**src/rtl/keypad_scanner.sv**
```systemverilog
// Matrix keypad scanner: strobes active-low columns, debounces one key at a time
// in tick units and queues press/release/repeat events for a valid/ready consumer.
module keypad_scanner #(
  parameter int ROWS        = 4,
  parameter int COLS        = 4,
  parameter int TICK_DIV    = 50000,
  parameter int DEBOUNCE    = 20,
  parameter int REPEAT_DLY  = 500,
  parameter int REPEAT_RATE = 100,
  parameter int FIFO_DEPTH  = 4,
  localparam int CODE_W     = $clog2(ROWS*COLS)
) (
  input  logic              clk,
  input  logic              reset,
  input  logic [ROWS-1:0]   row_in,
  output logic [COLS-1:0]   col_out,
  input  logic              rep_en,
  input  logic              ovf_clr,
  output logic [CODE_W-1:0] key_code,
  output logic              key_press,
  output logic              key_valid,
  input  logic              key_ready,
  output logic              held,
  output logic              overflow,
  output logic              multi
);

  localparam int TICK_W  = $clog2(TICK_DIV + 1);
  localparam int ROW_W   = $clog2(ROWS);
  localparam int COL_W   = $clog2(COLS);
  localparam int DEB_W   = $clog2(DEBOUNCE + 1);
  localparam int RPT_MAX = (REPEAT_DLY > REPEAT_RATE) ? REPEAT_DLY : REPEAT_RATE;
  localparam int RPT_W   = $clog2(RPT_MAX + 1);
  localparam int PTR_W   = $clog2(FIFO_DEPTH);

  typedef enum logic [1:0] {ST_IDLE, ST_SCAN, ST_DEB, ST_PRESSED} state_t;

  state_t state_reg, state_next;

  logic [ROWS-1:0]   rs_meta, rs;
  logic [TICK_W-1:0] tick_cnt;
  logic              tick;

  logic [COL_W-1:0]  col_reg;
  logic [ROW_W-1:0]  row_reg;
  logic [DEB_W-1:0]  deb_cnt, rel_cnt;
  logic [RPT_W-1:0]  rep_cnt;
  logic              rep_phase;

  logic [ROWS-1:0]   low;
  logic              any_low, one_low, match;
  logic [ROW_W-1:0]  low_idx;
  logic [DEB_W-1:0]  deb_inc, rel_inc;
  logic [RPT_W-1:0]  rep_inc;
  logic              deb_done, rel_done, rep_hit;

  logic              push, push_press;
  logic [ROW_W-1:0]  push_row;
  logic [CODE_W-1:0] push_code;

  always_ff @(posedge clk or negedge reset) begin
    if (!reset) begin
      rs_meta <= '1;
      rs      <= '1;
    end else begin
      rs_meta <= row_in;
      rs      <= rs_meta;
    end
  end

  assign tick = (tick_cnt == TICK_W'(TICK_DIV - 1));

  always_ff @(posedge clk or negedge reset) begin
    if (!reset) tick_cnt <= '0;
    else        tick_cnt <= tick ? '0 : tick_cnt + TICK_W'(1);
  end

  // Row sample classification: none, exactly one, or several rows pulled low.
  assign low     = ~rs;
  assign any_low = |low;
  assign one_low = any_low && ((low & (low - ROWS'(1))) == '0);
  assign match   = (rs == ~(ROWS'(1) << row_reg));

  always_comb begin
    low_idx = '0;
    for (int r = 0; r < ROWS; r++)
      if (low[r]) low_idx = ROW_W'(r);
  end

  assign deb_inc  = deb_cnt + DEB_W'(1);
  assign deb_done = (deb_inc >= DEB_W'(DEBOUNCE));
  assign rel_inc  = (&rs) ? rel_cnt + DEB_W'(1) : '0;
  assign rel_done = (rel_inc == DEB_W'(DEBOUNCE));
  assign rep_inc  = rep_cnt + RPT_W'(1);
  assign rep_hit  = rep_en && (rep_inc == (rep_phase ? RPT_W'(REPEAT_RATE) : RPT_W'(REPEAT_DLY)));

  always_ff @(posedge clk or negedge reset) begin
    if (!reset) state_reg <= ST_IDLE;
    else        state_reg <= state_next;
  end

  always_comb begin
    state_next = state_reg;
    if (tick) begin
      unique case (state_reg)
        ST_IDLE: if (any_low) state_next = ST_SCAN;
        ST_SCAN: begin
          if (one_low)                            state_next = (DEBOUNCE == 1) ? ST_PRESSED : ST_DEB;
          else if (any_low)                       state_next = ST_IDLE;
          else if (col_reg == COL_W'(COLS - 1))   state_next = ST_IDLE;
        end
        ST_DEB: begin
          if (!match)        state_next = ST_IDLE;
          else if (deb_done) state_next = ST_PRESSED;
        end
        ST_PRESSED: if (rel_done) state_next = ST_IDLE;
        default: state_next = ST_IDLE;
      endcase
    end
  end

  // Event requests; a release takes priority over a coincident repeat.
  always_comb begin
    push       = 1'b0;
    push_press = 1'b0;
    if (tick) begin
      unique case (state_reg)
        ST_SCAN: if (one_low && DEBOUNCE == 1) begin
          push       = 1'b1;
          push_press = 1'b1;
        end
        ST_DEB: if (match && deb_done) begin
          push       = 1'b1;
          push_press = 1'b1;
        end
        ST_PRESSED: begin
          if (rel_done) begin
            push = 1'b1;
          end else if (rep_hit) begin
            push       = 1'b1;
            push_press = 1'b1;
          end
        end
        default: ;
      endcase
    end
  end

  for (genvar gi = 0; gi < COLS; gi++) begin : g_col
    assign col_out[gi] = (state_reg != ST_IDLE) && (col_reg != COL_W'(gi));
  end

  assign push_row  = (state_reg == ST_SCAN) ? low_idx : row_reg;
  assign push_code = CODE_W'(int'(push_row) * COLS + int'(col_reg));

  always_ff @(posedge clk or negedge reset) begin
    if (!reset) begin
      col_reg   <= '0;
      row_reg   <= '0;
      deb_cnt   <= '0;
      rel_cnt   <= '0;
      rep_cnt   <= '0;
      rep_phase <= 1'b0;
      held      <= 1'b0;
      multi     <= 1'b0;
    end else begin
      multi <= 1'b0;
      if (tick) begin
        unique case (state_reg)
          ST_IDLE: col_reg <= '0;
          ST_SCAN: begin
            if (one_low) begin
              row_reg   <= low_idx;
              deb_cnt   <= DEB_W'(1);
              rel_cnt   <= '0;
              rep_cnt   <= '0;
              rep_phase <= 1'b0;
              if (DEBOUNCE == 1) held <= 1'b1;
            end else if (any_low) begin
              multi <= 1'b1;
            end else if (col_reg != COL_W'(COLS - 1)) begin
              col_reg <= col_reg + COL_W'(1);
            end
          end
          ST_DEB: begin
            if (match) begin
              deb_cnt <= deb_inc;
              if (deb_done) begin
                held      <= 1'b1;
                rel_cnt   <= '0;
                rep_cnt   <= '0;
                rep_phase <= 1'b0;
              end
            end
          end
          ST_PRESSED: begin
            rel_cnt <= rel_inc;
            if (rel_done) held <= 1'b0;
            // First repeat waits REPEAT_DLY, later ones REPEAT_RATE.
            if (!rep_en) begin
              rep_cnt   <= '0;
              rep_phase <= 1'b0;
            end else if (rep_hit) begin
              rep_cnt   <= '0;
              rep_phase <= 1'b1;
            end else begin
              rep_cnt <= rep_inc;
            end
          end
          default: ;
        endcase
      end
    end
  end

  logic [CODE_W:0] fifo_mem [FIFO_DEPTH];
  logic [PTR_W:0]  wr_ptr, rd_ptr;
  logic            fifo_full, fifo_empty, fifo_wr, fifo_rd, fifo_drop;
  logic [CODE_W:0] head;

  assign fifo_empty = (wr_ptr == rd_ptr);
  assign fifo_full  = (wr_ptr[PTR_W] != rd_ptr[PTR_W]) &&
                      (wr_ptr[PTR_W-1:0] == rd_ptr[PTR_W-1:0]);
  assign key_valid  = !fifo_empty;
  assign fifo_rd    = key_valid && key_ready;
  // A read in the same clk frees a slot, so a push into a full queue still lands.
  assign fifo_wr    = push && (!fifo_full || fifo_rd);
  assign fifo_drop  = push && fifo_full && !fifo_rd;

  always_ff @(posedge clk) begin
    if (fifo_wr) fifo_mem[wr_ptr[PTR_W-1:0]] <= {push_code, push_press};
  end

  always_ff @(posedge clk or negedge reset) begin
    if (!reset) begin
      wr_ptr   <= '0;
      rd_ptr   <= '0;
      overflow <= 1'b0;
    end else begin
      if (fifo_wr) wr_ptr <= wr_ptr + (PTR_W+1)'(1);
      if (fifo_rd) rd_ptr <= rd_ptr + (PTR_W+1)'(1);
      if (fifo_drop)    overflow <= 1'b1;
      else if (ovf_clr) overflow <= 1'b0;
    end
  end

  assign head      = fifo_mem[rd_ptr[PTR_W-1:0]];
  assign key_code  = key_valid ? head[CODE_W:1] : '0;
  assign key_press = key_valid ? head[0] : 1'b0;

endmodule

```
**config.mk**
```make
export PLATFORM = sky130hd
export DESIGN_NAME = keypad_scanner
export DESIGN_NICKNAME = d
export VERILOG_FILES = /design/src/rtl/keypad_scanner.sv
export SDC_FILE = /design/constraint.sdc
export NUM_CORES = 1
export LEC_CHECK = 0
export BUFFER_PORTS_ARGS = -buffer_cell sky130_fd_sc_hd__buf_2
export CAP_MARGIN = 20
export CORE_MARGIN = 4
export CORE_UTILIZATION = 55
export CTS_CLUSTER_SIZE = 16
export DETAILED_ROUTE_END_ITERATION = 8
export MAX_ROUTING_LAYER = met4
export PLACE_DENSITY = 0.73
export SYNTH_ARGS = -nofsm -noshare
export SYNTH_HDL_FRONTEND = slang
export SYNTH_SLANG_ARGS = --single-unit
```
**constraint.sdc**
```tcl
create_clock -name clk -period 5.5 [get_ports clk]
set_input_delay 0 -clock clk [delete_from_list [all_inputs] [get_ports clk]]
set_output_delay 0 -clock clk [all_outputs]
set_load 0.005 [all_outputs]
```
== Word-level counts from Yosys, hierarchy flattened ==
Memories as Yosys holds them, arrays and structs flattened.
Index checks and enable logic that the tools add are counted.
Storage, ports and cells
  input port bits: 9
  RAM bits: 20
  output and inout bits: 13
  memories: 1
  bits in registers: 59
Memories
  fifo_mem: words 4, width 5, rd ports 1, clocked after Yosys merged registers in 0, write ports 1, RTL line 216  | logic [CODE_W:0] fifo_mem [FIFO_DEPTH];
Operators by class
  order comparisons: 1
  multiplexer cells: 60
  bitwise gates (word level): 3
  eq/ne operators: 25
  add/sub/neg operators: 9
  reduce and logical (&&, ||, !) cells: 34
  shift-type cells: 1
Operators with widths (count)
  2-to-1 mux 9 bit: 6
  2-to-1 mux 5 bit: 6
  case mux 9 bit (3 select lines): 1
  2-to-1 mux 2 bit: 13
  2-to-1 mux 1 bit: 24
  != test 2 bit, second input constant: 10
  AND reduction 5 bit: 4
  adder 16 x 1 -> 16 bit, second input constant: 1
  == test 16 bit, second input constant: 1
  2-to-1 mux 16 bit: 1
  case mux 5 bit (3 select lines): 1
  logical AND 1 bit: 12
  nonzero test 2 bit: 6
  adder 5 x 1 -> 5 bit, second input constant: 2
  case mux 5 bit (2 select lines): 1
  adder 9 x 1 -> 9 bit, second input constant: 1
  == test 9 bit: 1
  NOT 4 bit: 2
  case mux 2 bit (4 select lines): 1
  AND reduction 4 bit: 2
  adder 3 x 1 -> 3 bit, second input constant: 2
  == test 2 bit, second input constant: 3
  != test 3 bit, second input constant: 2
  case mux 1 bit (2 select lines): 3
  25 further kinds: 27

== Logic depth before layout (Yosys ltp) ==
Gate-level depths: netlist of the first run.
  depth after elaboration: 10
  gate-level depth with buffers: 9

== Least setup slack after synthesis of the first run ==
OpenSTA, ideal clock, no wires.
  path type: register -> register
  start point: register tick_cnt[0]
  end point: memory fifo_mem[0][0] in the netlist's numbering (enable)
  cell stages (with the launch flop): 9
  data arrival time: 2.154 ns
  data required time: 5.186 ns
  path slack: 3.031 ns
  buffers on the path: 1
  setup time: 0.314 ns
  period minus slack after synthesis: 2.469 ns
  cell sequence: dfrtp_1 > ha_1 > or4bb_1 > nor4_2 > buf_4 > and2_4 > a32oi_4 > nor2_2 > and2_1
On the way
  longest elaborated chain between the ends: 5
RTL lines
  start: declaration: RTL line 41  | logic [TICK_W-1:0] tick_cnt;
  start signal: assignment: RTL line 75  | else tick_cnt <= tick ? '0 : tick_cnt + TICK_W'(1);
  == test 16 bit: RTL line 71  | assign tick = (tick_cnt == TICK_W'(TICK_DIV - 1));
  2-to-1 mux 1 bit: RTL line 126  | if (tick) begin
  logical AND 1 bit: RTL line 227  | assign fifo_wr = push && (!fifo_full || fifo_rd);
  2-to-1 mux 1 bit: RTL line 231  | if (fifo_wr) fifo_mem[wr_ptr[PTR_W-1:0]] <= {push_code, push_press};
  2-to-1 mux 1 bit (not written as such): RTL line 231
  end: declaration: RTL line 216
No other way between the ends.

== Worst setup path after layout of the first run ==
Ends and elaborated chain as after synthesis.

==> metrics, run 1 <==
f_max 342 MHz; Via-to-Cell Ratio 5.72; ys async rst share 74.7%; Simple-Gate Fraction of Synth Area 21.4%; die width 95.4 um; vias in the first global route 2,711; final period utilization 53.1%; ys flop type dfrtp_1; Final Hold Vio Count 0; RSZ-0062 raised after global routing false; Adder-Cell Fraction of Synth Area 4.71%; row count 31; H-tree levels 3; r2r startpoint tick_cnt[0]; I/O pin count 22; Yosys warning count 0; total track usage 19.4%; maximum buffer depth of the clock tree 2; Post-Syn Area per Cell 10.9 um2; Critical Path Sink Type flip-flop; layout cells sized above 1 17.2%; CTS Sinks 79; Slowest cell on crit path or4bb_1; largest family of logic cells by synthesized area simple AND/OR/NAND/NOR gates; crit path DAT 2.95 ns; fin crit period 2.92 ns; WL/cell 15.2 um; Max Transition Viols Final 0; largest net degree at the start of global routing 52; combinational share of power 7.6%; WS Path Type flip-flop to flip-flop; Slew HR 54.0%; Post-synth EDFFs 20; Worst Setup Start Kind flip-flop; largest delay contributor family on the critical path simple AND/OR/NAND/NOR gates; area delta synth->final 11.9%; Synth Area in Compound Gates 11.4%; Fin Setup TNS 0 ns; initial antenna violation count 0; # port buffers 21; CP max FO 11; die footprint 9100 um2; Final ANT Viol Nets 0; status complete, no violations; crit-path cells ha_1 -> or4bb_1 -> nor4_2 -> buf_4 -> and4_1 -> a32oi_4 -> nor2_2 -> and2_1; Sw Pwr 0.000293 W; GRT Residual Overflow 0; clk_skew 0.0108 ns; postcts setup bufs 0; Detailed Route WL 7850 um; Seq/Total Area, Yosys 49.7%; Clk network pwr share 40.3%; drt pass-1 iters 4; CTS tree done; CP peak stage delay 0.53 ns; FF+latch count, synth 79; syn_nets 408; Initial Utilization 57.3%; max cap viols 0; Sw Share 23.5%; GP Congestion 0.793; Num CTS Buffers 9; Total Power 0.00124 W; Post-DP HPWL 5490 um; Final Worst Setup Slack 2.58 ns; CP bufs+invs 1; WP data required 5.53 ns; die extent in y 95.4 um; core area 7330 um2; first-pass GRT wire length 13,300 um; xor/xnor share of the synthesized area 5.42%; DP Worst Slack 2.68 ns; clock latency on the worst-skew pair 0.35 ns; Worst Hold Class input port to asynchronous set/reset pin; Worst Tran Pin Value 0.690 ns; Final setup violation count 0; Worst-path clk slew 0.09 ns; fin nets 438; Netlist cell types 61; max FFs per register 20; mux share of post-synthesis cell area 5.10%; leakage 1.99 nW; Mapped Area 4200 um2; crit path from tick_cnt[0]; cells after synthesis 384; Reg2Reg Setup Slack 2.58 ns; commonest non-fill, non-tap cell in the layout dfrtp_1; commonest cells after routing, fill and taps aside dfrtp_1 (51), nand2_1 (32), nor2_1 (29); vias 2,961; Fill cells 567; CTS root buf clkbuf_8; VDD IR max 0.120 mV; DRC errors left 0; Seq pwr share 52.1%; Int Power 0.000952 W; PD cells 265 nW/um2; # diodes 0; drt first-iter violations 98
## logic make-up (layout without fill, tap and decap cells)
family / after synthesis / after routing
and+or+nand+nor: 158 / 158
DFF: 79 / 79
AOI/OAI and AO/OA: 68 / 68
xor gates and xnor gates: 26 / 26
buffers and inverters: 23 / 58
adders and majority gates: 16 / 16
muxes: 14 / 14
## path summary, 6_finish.rpt
kind                                  end  depth (start not counted)
hold / removal               tick_cnt[15]                          2
min in group clk                rep_phase                          3
max in group asynchronous            held                          3
hold reg to reg                     rs[1]                          0
setup reg to reg           fifo_mem[0][0]                          8
setup / recovery           fifo_mem[0][0]                          8
## cells in the mapped netlist (all sizes together) (2+ instances only)
| cell | number | share of area [%] |
|---|---|---|
| mux2i | 3 | 0.80 |
| mux4 | 5 | 2.7 |
| nor4 | 4 | 1.1 |
| or4 | 2 | 0.36 |
| clkbuf | 5 | 0.45 |
| nand4b | 2 | 0.42 |
| a22o | 11 | 2.3 |
| o22ai | 3 | 0.45 |
| dfstp | 8 | 5.0 |
| or3b | 2 | 0.42 |
| o21ai | 18 | 2.1 |
| edfxtp | 20 | 14 |
| nor2b | 11 | 1.6 |
| nand4 | 7 | 1.0 |
| a21oi | 13 | 1.5 |
| o31ai | 3 | 0.54 |
| mux2 | 6 | 1.6 |
| xnor2 | 13 | 2.7 |
| nand2 | 32 | 2.9 |
| or2 | 4 | 0.60 |
| ha | 15 | 4.5 |
| nand3b | 6 | 1.2 |
| a31oi | 3 | 0.45 |
| buf | 6 | 0.77 |
| and3 | 6 | 0.89 |
| and2 | 7 | 1.1 |
| nand2b | 3 | 0.45 |
| and4 | 4 | 0.83 |
| nor2 | 30 | 2.7 |
| nand3 | 27 | 3.3 |
| a21o | 7 | 1.3 |
| inv | 12 | 1.1 |
| xor2 | 13 | 2.7 |
| dfrtp | 51 | 30 |
| a311oi | 2 | 0.42 |
| a211oi | 2 | 0.36 |
| nor3 | 5 | 0.98 |
## power by group through the flow
stage / registers [W] / logic, W / clock network (W)
global route: 0.000655 / 0.000106 / 0.000538
global placement: 0.000660 / 0.0000883 / 0
detailed placement: 0.000662 / 0.0000925 / 0
finish: 0.000649 / 0.0000944 / 0.000502
CTS: 0.000650 / 0.0000968 / 0.000514
floorplan: 0.000635 / 0.0000886 / 0
## stage by stage
| step | cell area [um2] | hold WS (ns) | cells | util, % |
|---|---|---|---|---|
| 3_5_place_dp | 4390 | -0.146 | 495 | 59.9 |
| 3_3_place_gp | 4390 | -0.148 | 495 | 59.9 |
| 4_1_cts | 4700 | 0.00869 | 518 | 64.1 |
| 5_1_grt | 4700 | 0.0263 | 518 | 64.1 |
| 6_report | 4700 | 0.0126 | 518 | 64.1 |
| 2_1_floorplan | 4200 | -0.296 | 384 | - |
## metal layers
layer	vias to the layer above	track usage (%)	share of wire [%]
met2	47	29.9	47
met1	1448	26.3	49
met4	0	7.11	1.0
li1	1460	-	-
met5	-	-	0
met3	6	2.60	3.1
## layout make-up
class	count	area [um2]	area share (%)
timing repair buffer	30	190	4.05
inverter	12	45.0	0.958
tap	99	124	2.64
clock buffer	10	149	3.17
clock inverter	6	88.8	1.89
sequential	79	2090	44.4
multi-input combinational	282	2020	42.9
## what timing repair did
action,in CTS,in global routing
hold buffers,7,0
resized for setup,0,0
endpoints found under the hold margin,58,0
(Power assumes the default switching activity.)
==> inputs of run 2 (changes only) <==
==> constraint.sdc (replaced) <==
create_clock -name clk -period 2.8 [get_ports clk]
set_input_delay 0 -clock clk [delete_from_list [all_inputs] [get_ports clk]]
set_output_delay 0 -clock clk [all_outputs]
set_load 0.005 [all_outputs]
==> metrics, run 2 (same netlist as run 1, synthesis figures left out) <==
area delta synth->final 12.2%; total track usage 19.8% (+0.48 points); core area 7330 um2 (unchanged); final period utilization 94.8% (+42 points); Seq pwr share 57.1% (+5.0 points); GRT Residual Overflow 0 (unchanged); first-pass GRT wire length 13,700 um (+2.7%); Design Area, Final 4710 um2 (+0.27%); Sw Pwr 0.000591 W (+100%); Via-to-Cell Ratio 5.69 (-0.52%); # port buffers 21 (unchanged); max cap viols 0 (unchanged); drt pass-1 iters 4 (unchanged); postcts setup bufs 0 (unchanged); initial antenna violation count 0 (unchanged); CTS root buf clkbuf_8; DP Worst Slack 0.0941 ns (-2.59 ns); Worst Hold Depth 3; PD cells 474 nW/um2 (+79%); I/O pin count 22 (unchanged); final core occ 64.3% (+0.17 points); Fill cells 582 (+2.6%); Worst Tran Pin Value 0.897 ns (+0.207 ns); status complete, no violations; leakage 2.02 nW (+1.4%); f_max 377 MHz (+10%); Max Transition Viols Final 0 (unchanged); CTS tree done; Clk network pwr share 34.8% (-5.5 points); placed cell area 4450 um2 (+1.4%); RSZ-0062 raised after global routing false; die extent in y 95.4 um (unchanged); largest net degree at the start of global routing 41 (-21%); GP Congestion 0.884 (+11%); non-filler cells, final 526 (+1.5%); layout cells sized above 1 19.4% (+2.3 points); row count 31 (unchanged); commonest non-fill, non-tap cell in the layout dfrtp_1; clk_skew 0.0120 ns (+0.00113 ns); clock latency on the worst-skew pair 0.35 ns (about the same); die width 95.4 um (unchanged); Worst Setup Start Kind flip-flop; # diodes 0 (unchanged); Final Hold Vio Count 0 (unchanged); Slew HR 40.2% (-14 points); Final setup violation count 0 (unchanged); die footprint 9100 um2 (unchanged); Inst Count DP 503 (+1.6%); Sw Share 26.4% (+2.9 points); CP max FO 5 (-6); fin crit period 2.65 ns (-0.267 ns); Detailed Route WL 7790 um (-0.83%); vias 2,991 (+1.0%); commonest cells after routing, fill and taps aside dfrtp_1 (51), nand2_1 (32), nor2_1 (29); Num CTS Buffers 9 (unchanged); Worst-path clk slew 0.08 ns (about the same); maximum buffer depth of the clock tree 2 (unchanged); Critical Path Sink Type flip-flop; max FFs per register 20 (unchanged); drt first-iter violations 149 (+52%); DRC errors left 0 (unchanged); H-tree levels 3 (unchanged); VDD IR max 0.253 mV (+110%); combinational share of power 8.1% (+0.5 points); fin nets 446 (+1.8%); Int Power 0.00164 W (+73%); CTS Sinks 79 (unchanged); R2R cell count 7 (-1); WS Path Type flip-flop to flip-flop; Initial Utilization 57.3% (unchanged); vias in the first global route 2,830 (+4.4%); Final ANT Viol Nets 0 (unchanged); Worst Hold Class input port to flip-flop; Post-DP HPWL 5720 um (+4.2%); crit path DAT 2.69 ns (-0.26 ns); WP data required 2.84 ns (-2.69 ns); Final Worst Setup Slack 0.146 ns (-2.43 ns); WL/cell 14.8 um (-2.3%); Fin Setup TNS 0 ns (unchanged)
==> run 2: cell count changes in the layout (fill, tap and decap cells not counted), sizes merged <==
cell | previous run | this run
inv | 14 | 16
clkbuf | 10 | 9
buf | 23 | 31
clkinv | 1 | 0
bufinv | 2 | 0
clkinvlp | 1 | 3
==> run 2: power by group through the flow <==
stage	Sequential [W]	Clock (W)	Combinational, W
6_report	0.00127	0.000778	0.000182
4_1_cts	0.00128	0.000802	0.000187
2_1_floorplan	0.00125	0	0.000174
3_3_place_gp	0.00130	0	0.000177
3_5_place_dp	0.00130	0	0.000179
5_1_grt	0.00128	0.000848	0.000209
==> run 2: cell type report <==
cell class	count	area, um2	area share, %
clock buffers	9	124	2.63
multi-input cells	282	2030	43.0
flip-flops and latches	79	2090	44.3
repair buffers	38	250	5.31
inverters	12	45.0	0.956
well taps	99	124	2.63
clock inverters	7	55.1	1.17
==> run 2: metal layers <==
metal / part of all wire, % / up-vias / GRT usage [%] / wire [um]
met4: 1.9 / 0 / 7.58 / 146
met5: 0 / - / - / 0
li1: - / 1469 / - / -
met1: 47 / 1448 / 27.4 / 3660
met3: 3.9 / 10 / 3.00 / 307
met2: 47 / 64 / 29.9 / 3680
==> run 2: stage by stage <==
step,hold slack [ns],power (W)
floorplan,-0.296,0.00142
global placement,0.104,0.00147
detailed placement,0.106,0.00148
CTS,0.0580,0.00226
global route,0.0669,0.00234
finish,0.0667,0.00223
==> run 2: path summary, 6_finish.rpt <==
| check | endpoint | slack [ns] | from |
|---|---|---|---|
| worst max-delay path | fifo_mem[2][3] | 0.15 | tick_cnt[0] |
| worst min-delay path | rep_phase | 0.07 | rep_en |
| worst max register to register | fifo_mem[2][3] | 0.15 | tick_cnt[0] |
| worst min register to register | rs[0] | 0.36 | rs_meta[0] |
| max in group asynchronous | tick_cnt[7] | 1.80 | reset |
| min in group asynchronous | row_reg[1] | 0.31 | reset |
==> run 2: what timing repair did <==
action / 4_1_cts / 5_1_grt
hold endpoints to repair: 37 / 0
setup endpoints to repair: 0 / 16
hold buffers: 7 / 0
resized for setup: 0 / 3
==> run 2: critical path: stages, from the launching register on <==
cell and delay, ns:
dfrtp_1 0.41, ha_1 0.19, or4bb_1 0.53, nor4_4 0.30, and4_1 0.28, a32oi_4 0.15
nor2_2 0.21, and2_1 0.28
==> inputs of run 3 (changes only) <==
--- a/config.mk
+++ b/config.mk
@@ -13,6 +13,7 @@
 export DETAILED_ROUTE_END_ITERATION = 8
 export MAX_ROUTING_LAYER = met4
 export PLACE_DENSITY = 0.73
+export RECOVER_POWER = 100
 export SYNTH_ARGS = -nofsm -noshare
 export SYNTH_HDL_FRONTEND = slang
 export SYNTH_SLANG_ARGS = --single-unit
==> metrics, run 3 (same netlist as run 1, synthesis figures left out) <==
# port buffers 21 (unchanged); crit path DAT 2.68 ns (about the same); Worst-path clk slew 0.09 ns (about the same); Critical Path Sink Type flip-flop; # diodes 0 (unchanged); clk_skew 0.0120 ns (+0.0000414 ns); I/O pin count 22 (unchanged); WP data required 2.84 ns (about the same); largest net degree at the start of global routing 41 (unchanged); Total Power 0.00224 W (about the same); core area 7330 um2 (unchanged); WL/cell 14.9 um (+0.95%); CTS Sinks 79 (unchanged); Detailed Route WL 7860 um (+0.95%); Final Worst Setup Slack 0.162 ns (+0.0157 ns); RSZ-0062 raised after global routing false; CTS tree done; Worst Tran Pin Value 2.16 ns (+1.26 ns); PD cells 479 nW/um2 (+1.1%); GP Congestion 0.884 (unchanged); drt pass-1 iters 4 (unchanged); WS Path Type flip-flop to flip-flop; max FFs per register 20 (unchanged); DRC errors left 0 (unchanged); CP max FO 15 (+10); vias 2,996 (+0.17%); DP Worst Slack 0.0941 ns (unchanged); Initial Utilization 57.3% (unchanged); Fin Setup TNS 0 ns (unchanged); leakage 1.94 nW (-3.5%); Slew HR -43.9% (-84 points); clock latency on the worst-skew pair 0.35 ns (about the same); die width 95.4 um (unchanged); first-pass GRT wire length 13,700 um (unchanged); H-tree levels 3 (unchanged); die extent in y 95.4 um (unchanged); row count 31 (unchanged); failing checks max-capacitance violations, max-slew violations; die footprint 9100 um2 (unchanged); Max Transition Viols Final 41 (+41); final period utilization 94.2% (-0.56 points); vias in the first global route 2,830 (unchanged); Num CTS Buffers 9 (unchanged); Via-to-Cell Ratio 5.70 (+0.17%); Worst Hold Class input port to flip-flop; initial antenna violation count 0 (unchanged); commonest non-fill, non-tap cell in the layout dfrtp_1; fin nets 446 (unchanged); commonest cells after routing, fill and taps aside dfrtp_1 (51), nand2_1 (32), nor2_1 (29); Worst Setup Start Kind flip-flop; GRT Residual Overflow 0 (unchanged); f_max 379 MHz (+0.60%); Post-DP HPWL 5720 um (unchanged); Fill cells 592 (+1.7%); Final Hold Vio Count 0 (unchanged); drt first-iter violations 171 (+15%); total track usage 19.8% (unchanged); status finished with violations; CTS root buf clkbuf_8; maximum buffer depth of the clock tree 2 (unchanged); fin crit period 2.64 ns (-0.0157 ns); VDD IR max 0.253 mV (about the same); layout cells sized above 1 15.0% (-4.4 points); area delta synth->final 11.1%; max cap viols 1 (+1); Final ANT Viol Nets 0 (unchanged); Final setup violation count 0 (unchanged)
==> run 3: area by class of cell <==
cell class	instances	area, um2	share of cell area, %
timing repair buffer	38	216	4.64
sequential	79	2090	44.8
multi-input combinational	282	2010	43.1
tap	99	124	2.66
clock buffer	9	124	2.66
inverter	12	45.0	0.966
clock inverter	7	55.1	1.18
==> run 3: worst max-delay path, stage by stage (launching register included) <==
cell and delay [ns]:
dfstp_2 0.68, or3b_1 0.37, a21oi_1 0.25, o32ai_2 0.18
mux2i_1 0.25, a32oi_4 0.11, nor2_2 0.21, and2_1 0.28
==> run 3: stage by stage <==
stage / cells / utilization, % / instance area, um2 / hold slack (ns)
6_report: 526 / 63.6 / 4660 / 0.0636
5_1_grt: 526 / 63.6 / 4660 / 0.0669
4_1_cts: 526 / 64.1 / 4700 / 0.0580
3_5_place_dp: 503 / 60.7 / 4450 / 0.106
3_3_place_gp: 503 / 60.7 / 4450 / 0.104
2_1_floorplan: 384 / - / 4200 / -0.296
==> run 3: final timing paths <==
| path | start | slack, ns | depth (start not counted) | endpoint |
|---|---|---|---|---|
| min in group asynchronous | reset | 0.83 | 2 | row_reg[1] |
| max reg2reg | rs[3] | 0.16 | 7 | fifo_mem[2][3] |
| min reg2reg | rs_meta[0] | 0.36 | 0 | rs[0] |
| max in group asynchronous | reset | 0.70 | 3 | tick_cnt[9] |
| max | rs[3] | 0.16 | 7 | fifo_mem[2][3] |
| min | rep_en | 0.06 | 3 | rep_phase |
==> run 3: power breakdown <==
group	internal, W	switching (W)
sequential	0.00121	0.0000659
clock	0.000331	0.000450
combinational	0.000101	0.0000785
total	0.00164	0.000594
==> run 3: layer usage <==
layer / GRT usage (%) / share of wire [%] / up-vias
met5: - / 0 / -
met4: 7.58 / 1.8 / 0
met3: 3.00 / 4.9 / 12
met2: 29.9 / 47 / 62
met1: 27.4 / 47 / 1451
li1: - / - / 1471
==> run 3: what timing repair did <==
action,in CTS,in global routing
endpoints found under the hold margin,37,0
setup buffers,0,0
endpoints found under the setup margin,0,16
hold buffers,7,0
resized for setup,0,3
